File: config.mk
export PLATFORM = sky130hd
export DESIGN_NAME = mont_result_tx
export DESIGN_NICKNAME = d
export VERILOG_FILES = /design/src/rtl/mont_tx_pkg.sv /design/src/rtl/mont_chunk_counter.sv /design/src/rtl/mont_result_tx.sv
export SDC_FILE = /design/constraint.sdc
export NUM_CORES = 1
export LEC_CHECK = 0
export ABC_CLOCK_PERIOD_IN_PS = 1950
export BUFFER_PORTS_ARGS = -buffer_cell sky130_fd_sc_hd__buf_2
export CAP_MARGIN = 10
export CORE_MARGIN = 2
export CORE_UTILIZATION = 32
export CTS_BUF_LIST = sky130_fd_sc_hd__clkbuf_8 sky130_fd_sc_hd__clkbuf_16
export CTS_CLUSTER_DIAMETER = 60
export DETAILED_ROUTE_END_ITERATION = 10
export PLACE_DENSITY_LB_ADDON = 0.15
export SYNTH_ARGS = -nofsm -noshare
export SYNTH_HDL_FRONTEND = slang
export SYNTH_SLANG_ARGS = --single-unit
File: constraint.sdc
create_clock -name clk -period 1.95 [get_ports clk]
set_clock_uncertainty 0.1 [all_clocks]
set_input_delay 0 -clock clk [delete_from_list [all_inputs] [get_ports clk]]
set_output_delay 0 -clock clk [all_outputs]
set_load 0.02 [all_outputs]
File: src/rtl/mont_tx_pkg.sv
// Shared types and helpers for the Montgomery result transmit path.
// Contents: tx_state_t FSM encoding, cnt_width() counter width helper.
package mont_tx_pkg;

  typedef enum logic [1:0] {
    IDLE = 2'd0,
    SEND = 2'd1,
    FIN  = 2'd2
  } tx_state_t;

  // Counter width for n chunks; never narrower than one bit.
  function automatic int unsigned cnt_width(input int unsigned n);
    int unsigned w;
    w = $clog2(n);
    if (w < 1) w = 1;
    return w;
  endfunction

endpackage

File: src/rtl/mont_chunk_counter.sv
// Chunk index counter for the result transmitter.
// Ports:
//   clk, rst     clock, asynchronous active-high reset
//   i_ena        global enable; all state holds when low
//   i_clr        synchronous clear to zero (wins over i_inc)
//   i_inc        advance by one
//   o_tc_c       count is at the final chunk (N-1)
//   o_pre_tc_c   count is one before the final chunk (N-2)
module mont_chunk_counter
  import mont_tx_pkg::*;
#(
  parameter int unsigned N = 2
) (
  input  logic clk,
  input  logic rst,
  input  logic i_ena,
  input  logic i_clr,
  input  logic i_inc,
  output logic o_tc_c,
  output logic o_pre_tc_c
);

  localparam int unsigned CW = cnt_width(N);

  logic [CW-1:0] r_cnt;

  always_ff @(posedge clk or posedge rst) begin
    if (rst) begin
      r_cnt <= '0;
    end else if (i_ena) begin
      if (i_clr)      r_cnt <= '0;
      else if (i_inc) r_cnt <= r_cnt + CW'(1);
    end
  end

  assign o_tc_c     = (r_cnt == CW'(N - 1));
  assign o_pre_tc_c = (r_cnt == CW'(N - 2));

endmodule

File: src/rtl/mont_result_tx.sv
// Captures a WIDTH-bit Montgomery result in one cycle and streams it out
// LSB chunk first, CHUNK bits at a time, over a valid/ready interface.
// Optional feature: define MONT_RESULT_TX_PARITY_EN to add out_parity,
// the XOR of the captured result, shown alongside the final chunk.
// Ports:
//   clk, rst            clock, asynchronous active-high reset
//   ena                 global enable; state and outputs hold when low
//   clear               synchronous abort back to IDLE
//   load, R_i           capture strobe and result value
//   out_valid/ready     chunk handshake
//   out_data, out_last  current chunk and final-chunk marker
//   busy                capture until last chunk accepted
//   done                one-cycle pulse after last chunk accepted
//   out_parity          (parity build only) result parity on final chunk
module mont_result_tx
  import mont_tx_pkg::*;
#(
  parameter int unsigned WIDTH = 8,
  parameter int unsigned CHUNK = 4
) (
  input  logic             clk,
  input  logic             rst,
  input  logic             ena,
  input  logic             clear,
  input  logic             load,
  input  logic [WIDTH-1:0] R_i,
  output logic             out_valid,
  input  logic             out_ready,
  output logic [CHUNK-1:0] out_data,
  output logic             out_last,
  output logic             busy,
  output logic             done
`ifdef MONT_RESULT_TX_PARITY_EN
  ,
  output logic             out_parity
`endif
);

  localparam int unsigned NCHUNK = WIDTH / CHUNK;

  tx_state_t        r_state;
  logic [WIDTH-1:0] r_shreg;
  logic             r_valid;
  logic             r_last;
  logic             r_busy;
  logic             r_done;

  logic w_cnt_clr;
  logic w_cnt_inc;
  logic w_tc;
  logic w_pre_tc;

  // Counter restarts on capture or abort, advances on each accepted chunk.
  assign w_cnt_clr = clear || ((r_state == IDLE) && load);
  assign w_cnt_inc = (r_state == SEND) && out_ready;

  mont_chunk_counter #(
    .N (NCHUNK)
  ) u_cnt (
    .clk        (clk),
    .rst        (rst),
    .i_ena      (ena),
    .i_clr      (w_cnt_clr),
    .i_inc      (w_cnt_inc),
    .o_tc_c     (w_tc),
    .o_pre_tc_c (w_pre_tc)
  );

`ifdef MONT_RESULT_TX_PARITY_EN
  logic r_par_cap;
  logic r_par_out;
`endif

  // Transfer FSM; out_last is registered one step ahead using the
  // pre-terminal flag so it lines up with the final chunk.
  always_ff @(posedge clk or posedge rst) begin
    if (rst) begin
      r_state   <= IDLE;
      r_shreg   <= '0;
      r_valid   <= 1'b0;
      r_last    <= 1'b0;
      r_busy    <= 1'b0;
      r_done    <= 1'b0;
`ifdef MONT_RESULT_TX_PARITY_EN
      r_par_cap <= 1'b0;
      r_par_out <= 1'b0;
`endif
    end else if (ena) begin
      if (clear) begin
        r_state   <= IDLE;
        r_shreg   <= '0;
        r_valid   <= 1'b0;
        r_last    <= 1'b0;
        r_busy    <= 1'b0;
        r_done    <= 1'b0;
`ifdef MONT_RESULT_TX_PARITY_EN
        r_par_cap <= 1'b0;
        r_par_out <= 1'b0;
`endif
      end else begin
        case (r_state)
          IDLE: begin
            r_done <= 1'b0;
            if (load) begin
              r_state   <= SEND;
              r_shreg   <= R_i;
              r_valid   <= 1'b1;
              r_busy    <= 1'b1;
              r_last    <= 1'b0;
`ifdef MONT_RESULT_TX_PARITY_EN
              r_par_cap <= ^R_i;
              r_par_out <= 1'b0;
`endif
            end
          end
          SEND: begin
            if (out_ready) begin
              r_shreg <= r_shreg >> CHUNK;
              if (w_tc) begin
                r_state   <= FIN;
                r_valid   <= 1'b0;
                r_busy    <= 1'b0;
                r_last    <= 1'b0;
                r_done    <= 1'b1;
`ifdef MONT_RESULT_TX_PARITY_EN
                r_par_out <= 1'b0;
`endif
              end else begin
                r_last    <= w_pre_tc;
`ifdef MONT_RESULT_TX_PARITY_EN
                r_par_out <= w_pre_tc & r_par_cap;
`endif
              end
            end
          end
          FIN: begin
            r_state <= IDLE;
            r_done  <= 1'b0;
          end
          default: begin
            r_state <= IDLE;
            r_valid <= 1'b0;
            r_busy  <= 1'b0;
            r_last  <= 1'b0;
            r_done  <= 1'b0;
          end
        endcase
      end
    end
  end

  assign out_valid = r_valid;
  assign out_data  = r_shreg[CHUNK-1:0];
  assign out_last  = r_last;
  assign busy      = r_busy;
  assign done      = r_done;
`ifdef MONT_RESULT_TX_PARITY_EN
  assign out_parity = r_par_out;
`endif

endmodule
==> impl_metrics.py, run 1 <==
metrics = {
    "run_status": {
        "status": "completed",
    },
    "timing": {
        "final.setup.tns_ps": 0,
        "rsz0062_at_grt": "no",
        "max_freq_mhz": 562,
        "finalCritPeriodShare_pct": 91.2,
        "finalSetupViolations": 0,
        "holdWs_ps": 183,
        "period_minus_slack_ps": 1780,
        "slew_headroom_pct": 62.7,
        "hold_viol": 0,
        "max_slew.worst_pin.slew_ps": 559,
        "slew_viol_final": 0,
    },
    "drt": {
        "wl_per_cell_um": 12.5,
        "drt-initial-drc-count": 9,
        "vias": 622,
        "viasPerCell": 4.94,
        "detail-route-antenna-nets": 0,
        "wl_um": 1580,
        "drc": 0,
        "drt_pass1_iterations": 7,
    },
    "placement": {
        "dp_hpwl_um": 1070,
        "placed_cells": 109,
        "place.gp.congestion": 0.729,
        "port_buffers": 21,
    },
    "synth": {
        "synthFlopType": "dfrtp_1",
        "syn_inst": 66,
        "syn_nets": 80,
        "synth_top_family_by_area": "compound AO/OA/AOI/OAI gates",
        "syn-cell-area_um2": 716,
        "ys_warn_count": 0,
        "ys_ff_latch": 14,
        "seq_area_frac_synth_pct": 49.0,
        "postSynthAreaPerCell_um2": 10.8,
        "yosys.area_share.adder_pct": 0,
        "synthMuxAreaShare_pct": 6.99,
        "synthXorXnorAreaFrac_pct": 0,
        "ys_types": 27,
        "synth-simple-area-share_pct": 17.7,
        "synth_edf_count": 0,
        "synth_compound_area_share_pct": 18.4,
        "synthArstFlopShare_pct": 100,
    },
    "setup_path": {
        "slowest_delay_ps": 560,
        "cp.arrival_ps": 1860,
        "endpoint": "r_state[1]",
        "rr_endpoint": "r_state[1]",
        "reg2reg_slack_ps": 170,
        "worstSetupPathType": "flip-flop to flip-flop",
        "r2r-start": "r_state[1]",
        "cp-end-kind": "flip-flop",
        "cp_data_required_time_ps": 2030,
        "cp_cell_sequence": "or3b_1, o22ai_1, dlygate4sd3_1",
        "startpoint": "r_state[1]",
        "r2r_cells": 3,
        "cp_max_fo": 9,
        "start_kind": "flip-flop",
        "cp_slowest_cell": "dlygate4sd3_1",
    },
    "die": {
        "io_pins": 22,
        "die_h_um": 51.3,
        "fp.dieArea_um2": 2630,
        "die_w_um": 51.3,
        "start_util_pct": 33.0,
        "rows": 17,
        "core_um2": 2170,
    },
    "cts": {
        "htreeDepth": 1,
        "clkLatencyLatePin_ps": 240,
        "clk_pin_slew_ps": 60,
        "cts_max_path_buffers": 2,
        "hold_buffers": 13,
        "cts-buffers-inserted": 3,
        "cts_setup_buffers": 0,
        "cts_tree": "done",
        "clock-sinks": 14,
        "cts_resized": 0,
        "root_buffer": "clkbuf_8",
    },
    "power": {
        "ir_drop_uv": 681,
        "cellLeakagePower_nw": 0.498,
        "power.density_nw_per_um2": 829,
    },
    "global_route": {
        "track_usage_pct": 14.0,
        "grt_first_pass_wirelength_um": 2680,
        "busiest_layer": "met2",
        "grtUsageMet2_pct": 22.9,
        "met3_usage_pct": 4.39,
        "first_global_vias": 598,
        "grtUsageMet1_pct": 17.7,
        "antenna_found_initial": 0,
        "grt_max_degree": 15,
        "gr-total-overflow": 0,
    },
    "final_layout": {
        "syn2layout_area_growth_pct": 40.0,
        "layout_commonest_cell": "buf_2",
        "diodes": 0,
        "final_cell_mix": "buf_2 (21), dfrtp_1 (14), dlygate4sd3_1 (13)",
        "final_cells": 126,
        "post-route-util_pct": 46.2,
        "nNetsFinal": 113,
        "drive_above_1_share_pct": 29.6,
    },
    "run": {
        "max_cap_violations": 0,
    },
    "worst_hold_path": {
        "hold_class": "primary input to flip-flop",
    },
}
==> sequential cells by signal, indices dropped and copies added (netlist names) <==
name	flops
u_cnt.o_tc_c	1
busy	1
r_state	2
done	1
out_last	1
r_shreg	8
==> synthesized netlist by cell type (all sizes together) (2+ instances only) <==
cell type / n / area, um^2
a21oi: 2 / 10.0
o22ai: 5 / 31.3
a32o: 4 / 40.0
mux2i: 5 / 50.1
dfrtp: 14 / 350
nor3b: 3 / 22.5
inv: 3 / 11.3
nand2: 7 / 26.3
buf: 6 / 42.5
or3b: 2 / 20.0
==> how the worst min path moves through the flow <==
stage | from | end | slack [ps] | cells after the start
2_1_floorplan | rst | busy | -210 | 1
3_3_place_gp | rst | r_shreg[7] | -20 | 2
3_5_place_dp | rst | r_shreg[7] | -20 | 2
4_1_cts | load | r_state[0] | 180 | 4
5_1_grt | load | r_state[0] | 250 | 4
6_report | load | r_state[0] | 180 | 4
==> critical path: cells and delay by family (launching register included) <==
kind / cells / cell delay [ps]
AND/OR/NAND/NOR: 1 / 460
AO/OA/AOI/OAI: 1 / 130
buffers and inverters: 1 / 560
flip-flops: 1 / 460
==> cell type report <==
cell class / count / area [um^2]
fill: 225 / 1170
tap: 28 / 35.0
clock buffer: 4 / 55.1
sequential: 14 / 350
multi-input combinational: 42 / 308
timing repair buffer: 35 / 243
inverter: 3 / 11.3
==> routing by layer <==
metal / share of wire (%) / vias to the layer above / wire [um]
met2: 47 / 14 / 748
met1: 47 / 299 / 746
li1: - / 307 / -
met5: 0 / - / 0
met4: 0.89 / 0 / 14
met3: 4.2 / 2 / 66
==> stage by stage <==
step / total power [mW] / setup slack [ps] / instance area, um^2
floorplan: 0.500 / 519 / 716
global placement: 0.538 / 429 / 817
detailed placement: 0.539 / 428 / 817
CTS: 0.841 / 177 / 1000
global route: 0.884 / 77.0 / 1000
finish: 0.830 / 171 / 1000
==> cells by family (layout without fill, tap and decap cells) <==
logic type,count (synthesis),in the layout
AO/OA/AOI/OAI,17,17
buffers and inverters,10,42
flip-flops,14,14
multiplexers,5,5
AND/OR/NAND/NOR,20,20
==> power breakdown <==
part | switching [mW] | total, mW | leakage, nW | internal (mW)
clock network | 0.100 | 0.279 | 0.0288 | 0.179
logic | 0.103 | 0.202 | 0.281 | 0.0990
registers | 0.0267 | 0.349 | 0.189 | 0.322
Note: power is estimated with default switching activity, not from simulation.
==> run 2: changes to the inputs <==
--- a/config.mk
+++ b/config.mk
@@ -5,6 +5,7 @@
 export SDC_FILE = /design/constraint.sdc
 export NUM_CORES = 1
 export LEC_CHECK = 0
+export ABC_AREA = 1
 export ABC_CLOCK_PERIOD_IN_PS = 1950
 export BUFFER_PORTS_ARGS = -buffer_cell sky130_fd_sc_hd__buf_2
 export CAP_MARGIN = 10
==> run 2 against run 1 <==
Effect of this change: combinational power grew to 2.9 times the previous value; clock power is 1% higher; register-to-register slack better by 440 ps; final cell count is 33% higher; total power is 62% higher; count of clock-buffer cells in the layout stayed put; sequential cell count stayed put; largest cell class is now multi-input gates.
==> impl_metrics.py, run 2 <==
metrics = {
    "run_status": {
        "status": "completed",
    },
    "drt": {
        "vias": 701,
        "top_layer": "met4",
        "wl_um": 1610,
        "drc": 0,
        "wl_met2_um": 735,
        "viasPerCell": 4.20,
        "wl_met3_um": 67,
        "drt-initial-drc-count": 14,
        "detail-route-antenna-nets": 0,
        "wl_per_cell_um": 9.63,
        "drt_pass1_iterations": 4,
        "m1WireLength_um": 792,
    },
    "die": {
        "die_h_um": 55.5,
        "rows": 18,
        "start_util_pct": 33.9,
        "fp.dieArea_um2": 3080,
        "io_pins": 22,
        "core_um2": 2500,
        "die_w_um": 55.5,
    },
    "setup_path": {
        "worstSetupPathType": "flip-flop to flip-flop",
        "cp-end-kind": "flip-flop",
        "start_kind": "flip-flop",
        "cp_cell_sequence": "inv_2, nand2_4, nor2_4, o21ai_2, nand2_2, nand2_1, o21ai_1",
        "r2r-start": "r_state[1]",
        "startpoint": "r_state[1]",
        "r2r_cells": 7,
        "cp_data_required_time_ps": 2020,
        "endpoint": "r_state[1]",
        "cp.arrival_ps": 1410,
        "cp_slowest_cell": "dfrtp_1",
        "reg2reg_slack_ps": 610,
        "cp_max_fo": 7,
        "slowest_delay_ps": 460,
        "rr_endpoint": "r_state[1]",
    },
    "timing": {
        "finalSetupViolations": 0,
        "finalCritPeriodShare_pct": 68.6,
        "rsz0062_at_grt": "no",
        "final.setup.tns_ps": 0,
        "period_minus_slack_ps": 1340,
        "slew_viol_final": 0,
        "hold_viol": 0,
        "max_slew.worst_pin.slew_ps": 539,
        "slew_headroom_pct": 64.0,
        "max_freq_mhz": 747,
    },
    "cts": {
        "clkLatencyLatePin_ps": 240,
        "cts_resized": 0,
        "root_buffer": "clkbuf_8",
        "clock-sinks": 14,
        "htreeDepth": 1,
        "clk_pin_slew_ps": 60,
        "cts_tree": "done",
        "cts-buffers-inserted": 3,
        "cts_max_path_buffers": 2,
    },
    "power": {
        "internal-power_mw": 0.785,
        "p_seq_share_pct": 36.1,
        "power.density_nw_per_um2": 1220,
        "p_clk_share_pct": 21.0,
        "switching_power_mw": 0.560,
        "ir_drop_uv": 514,
        "power.share.switching_pct": 41.6,
        "cellLeakagePower_nw": 0.609,
        "comb_power_share_pct": 42.8,
    },
    "synth": {
        "syn-cell-area_um2": 848,
        "yosysMostFrequentCell": "nand2_1",
        "synthXorXnorAreaFrac_pct": 0,
        "synthFlopType": "dfrtp_1",
        "synth_edf_count": 0,
        "yosys.area_share.adder_pct": 0,
        "ys_types": 20,
        "synth_top_area_cell": "dfrtp_1",
        "synthArstFlopShare_pct": 100,
        "syn_inst": 108,
        "synth_top_family_by_area": "simple AND/OR/NAND/NOR gates",
        "synth-simple-area-share_pct": 44.4,
        "synth_top_area_share_pct": 41.3,
        "postSynthAreaPerCell_um2": 7.85,
        "synthMuxAreaShare_pct": 0,
        "synth_compound_area_share_pct": 4.13,
        "ys_warn_count": 0,
        "seq_area_frac_synth_pct": 41.3,
        "syn_nets": 122,
        "ys_ff_latch": 14,
        "synth_commonest_cells": "nand2_1 (46), dfrtp_1 (14), inv_1 (8)",
        "synth.area.top_cells": "dfrtp_1 (41%), nand2_1 (20%), nand2_4 (5.3%)",
    },
    "final_layout": {
        "final_cell_mix": "nand2_1 (46), buf_2 (21), dfrtp_1 (14)",
        "design_area_um2": 1100,
        "nNetsFinal": 152,
        "reg_top3": "r_shreg (8), r_state (2)",
        "layout_commonest_cell": "nand2_1",
        "largest_reg_flops": 8,
        "syn2layout_area_growth_pct": 29.5,
        "largest-register": "r_shreg",
        "drive_above_1_share_pct": 32.8,
        "post-route-util_pct": 43.9,
        "n_fill_cell": 265,
        "diodes": 0,
        "final_cells": 167,
    },
    "run": {
        "max_cap_violations": 0,
    },
    "placement": {
        "place.gp.congestion": 0.737,
        "port_buffers": 21,
        "placed_cells": 154,
        "dp_hpwl_um": 1230,
        "place_area_um2": 953,
    },
    "global_route": {
        "track_usage_pct": 11.3,
        "first_global_vias": 667,
        "grt_max_degree": 15,
        "grt_first_pass_wirelength_um": 2790,
        "gr-total-overflow": 0,
        "antenna_found_initial": 0,
    },
    "worst_hold_path": {
        "hold_class": "primary input to flip-flop",
    },
}
[run 2: worst min path at each step]
stage,end,cells after the start,start,slack [ps]
finish,r_shreg[1],5,R_i[1],20
global route,r_shreg[1],5,R_i[1],60
CTS,r_shreg[1],5,R_i[1],8
detailed placement,r_shreg[2],2,rst,-20
global placement,r_shreg[2],2,rst,-20
floorplan,busy,1,rst,-210
[run 2: power groups by stage]
stage | clock network (mW) | logic, mW | registers, mW
finish | 0.283 | 0.576 | 0.485
global route | 0.296 | 0.645 | 0.499
CTS | 0.293 | 0.586 | 0.486
detailed placement | 0 | 0.571 | 0.491
global placement | 0 | 0.572 | 0.488
floorplan | 0 | 0.461 | 0.509
[run 2: cell families after synthesis]
logic type,Yosys count
flops,14
compound gates,4
simple gates,73
buf+inv,17
[run 2: layout make-up]
type	count	area [um^2]	area share, %
flip-flops and latches	14	350	31.9
clock buffers	4	55.1	5.01
multi-input cells	77	412	37.5
repair buffers	30	195	17.8
well taps	30	37.5	3.42
inverters	12	48.8	4.44
[run 2: critical path: cells and delay by family, from the launching register on]
kind / cells / cell delay (ps)
compound gates: 2 / 190
buf+inv: 1 / 100
flops: 1 / 460
simple gates: 4 / 430
[run 2: metrics by stage]
step	total power [mW]	setup slack [ps]	hold slack, ps
2_1_floorplan	0.969	736	-211
3_3_place_gp	1.06	601	-22.7
3_5_place_dp	1.06	621	-18.1
4_1_cts	1.37	608	8.31
5_1_grt	1.44	488	58.3
6_report	1.34	612	21.2
[run 2: what timing repair did]
item	4_1_cts	5_1_grt
setup buffers	0	0
hold endpoints to repair	22	0
hold buffers	9	0
[run 2: metal layers]
layer	vias to the layer above	track usage, %
met1	305	14.6
met5	-	0
li1	382	-
met4	0	4.18
met2	12	18.4
met3	2	2.34
==> run 3: changes to the inputs <==
--- a/config.mk
+++ b/config.mk
@@ -6,7 +6,7 @@
 export NUM_CORES = 1
 export LEC_CHECK = 0
 export ABC_AREA = 1
-export ABC_CLOCK_PERIOD_IN_PS = 1950
+export ABC_CLOCK_PERIOD_IN_PS = 1100
 export BUFFER_PORTS_ARGS = -buffer_cell sky130_fd_sc_hd__buf_2
 export CAP_MARGIN = 10
 export CORE_MARGIN = 2
==> constraint.sdc (replaced) <==
create_clock -name clk -period 1.1 [get_ports clk]
set_clock_uncertainty 0.1 [all_clocks]
set_input_delay 0 -clock clk [delete_from_list [all_inputs] [get_ports clk]]
set_output_delay 0 -clock clk [all_outputs]
set_load 0.02 [all_outputs]
==> run 3 against run 2 <==
Effect of this change: cell area increased by 13%; final cell count up 6.0%; the run now ends with hold timing, setup timing left; sequential cell count is the same; critical path depth is 1 higher; clock power rose by 78%; combinational power rose by 140%; critical endpoint is now r_shreg[2]; utilization grew 5.7 points; maximum frequency increased by 4.1%; count of clock-buffer cells in the layout is the same; hold slack lost 22 ps; total power increased by 100%; first-iteration DRC count stayed put.
==> impl_metrics.py, run 3 (same netlist as run 2, synthesis figures left out) <==
metrics = {
    "cts": {
        "root_buffer": "clkbuf_8",
        "clkLatencyLatePin_ps": 240,
        "cts_max_path_buffers": 2,
        "htreeDepth": 1,
        "cts-buffers-inserted": 3,
        "clk_pin_slew_ps": 60,
        "clock-sinks": 14,
        "cts_tree": "done",
    },
    "final_layout": {
        "drive_above_1_share_pct": 46.3,
        "largest_reg_flops": 8,
        "n_fill_cell": 244,
        "nNetsFinal": 162,
        "final_cells": 177,
        "final_cell_mix": "nand2_1 (39), buf_2 (21), dfrtp_1 (12)",
        "post-route-util_pct": 49.6,
        "syn2layout_area_growth_pct": 46.2,
        "layout_commonest_cell": "nand2_1",
        "largest-register": "r_shreg",
        "design_area_um2": 1240,
        "reg_top3": "r_shreg (8), r_state (2)",
        "diodes": 0,
    },
    "timing": {
        "holdWs_ps": -0.716,
        "rsz0062_at_grt": "yes",
        "final.setup.tns_ps": -2230,
        "slew_viol_final": 0,
        "finalCritPeriodShare_pct": 117,
        "max_freq_mhz": 778,
        "setup_ws_ps": -186,
        "max_slew.worst_pin.slew_ps": 290,
        "finalSetupViolations": 14,
        "period_minus_slack_ps": 1290,
        "hold_viol": 1,
        "slew_headroom_pct": 80.6,
    },
    "power": {
        "ir_drop_uv": 1380,
        "cellLeakagePower_nw": 0.674,
        "finalPower_mw": 2.74,
        "power.density_nw_per_um2": 2210,
    },
    "die": {
        "rows": 18,
        "start_util_pct": 33.9,
        "die_h_um": 55.5,
        "io_pins": 22,
        "core_um2": 2500,
        "fp.dieArea_um2": 3080,
        "die_w_um": 55.5,
    },
    "run_status": {
        "failed_checks": "hold timing, setup timing",
        "status": "finished with violations",
    },
    "drt": {
        "wl_per_cell_um": 10.8,
        "viasPerCell": 4.45,
        "drt-initial-drc-count": 14,
        "vias": 788,
        "drt_pass1_iterations": 4,
        "wl_um": 1920,
        "detail-route-antenna-nets": 0,
        "drc": 0,
    },
    "setup_path": {
        "cp.arrival_ps": 1370,
        "cp_data_required_time_ps": 1180,
        "worstSetupPathType": "flip-flop to flip-flop",
        "cp_max_fo": 4,
        "start_kind": "flip-flop",
        "cp-end-kind": "flip-flop",
    },
    "global_route": {
        "antenna_found_initial": 0,
        "grt_first_pass_wirelength_um": 3400,
        "gr-total-overflow": 0,
        "track_usage_pct": 13.7,
        "grt_max_degree": 9,
        "first_global_vias": 783,
    },
    "run": {
        "max_cap_violations": 0,
    },
    "placement": {
        "post-place-ws_ps": -205,
        "placed_cells": 160,
        "place_area_um2": 1010,
        "place.gp.congestion": 0.769,
        "port_buffers": 21,
        "dp_hpwl_um": 1380,
    },
    "worst_hold_path": {
        "hold_class": "primary input to flip-flop",
    },
}
run 3: layout make-up:
cell class | instances | area (um^2) | area share [%]
inverter | 12 | 48.8 | 3.94
timing repair buffer | 39 | 278 | 22.4
multi-input combinational | 78 | 468 | 37.7
clock buffer | 4 | 55.1 | 4.44
tap | 30 | 37.5 | 3.03
sequential | 14 | 353 | 28.5
run 3: where the power goes:
| part | total [mW] | internal (mW) | switching (mW) |
|---|---|---|---|
| sequential | 0.869 | 0.718 | 0.152 |
| combinational | 1.37 | 0.569 | 0.801 |
| clock | 0.504 | 0.317 | 0.187 |
run 3: timing repair:
action,CTS,global route
setup buffers,3,2
gates cloned,1,0
resized for setup,7,8
endpoints found under the hold margin,20,0
setup endpoints to repair,14,14
hold buffers,7,0
pin swaps,9,8
run 3: layer usage:
| layer | GRT usage (%) | wire, um | up-vias |
|---|---|---|---|
| met5 | 0 | 0 | - |
| met4 | 2.09 | 11 | 0 |
| met3 | 4.22 | 62 | 2 |
| met2 | 22.1 | 943 | 12 |
| met1 | 18.5 | 902 | 368 |
| li1 | - | - | 406 |
run 3: final timing paths:
check                      slack, ps       start  depth (start not counted)           end
min                             -0.7      R_i[0]                          5    r_shreg[0]
min in group asynchronous        130         rst                          3  u_cnt.o_tc_c
min reg2reg                      370  r_shreg[6]                          2    r_shreg[6]
max reg2reg                     -190  r_state[1]                          8    r_shreg[2]
max                             -190  r_state[1]                          8    r_shreg[2]
max in group asynchronous        360         rst                          4    r_shreg[4]
run 3: worst max-delay path, cell delays in order (launching register included):
cell and delay, ps:
dfrtp_2 440, inv_2 80, nand2_4 80, nor2_4 170
buf_6 150, nand2_1 50, nand2_1 50, nand2_1 50
nand2_1 70
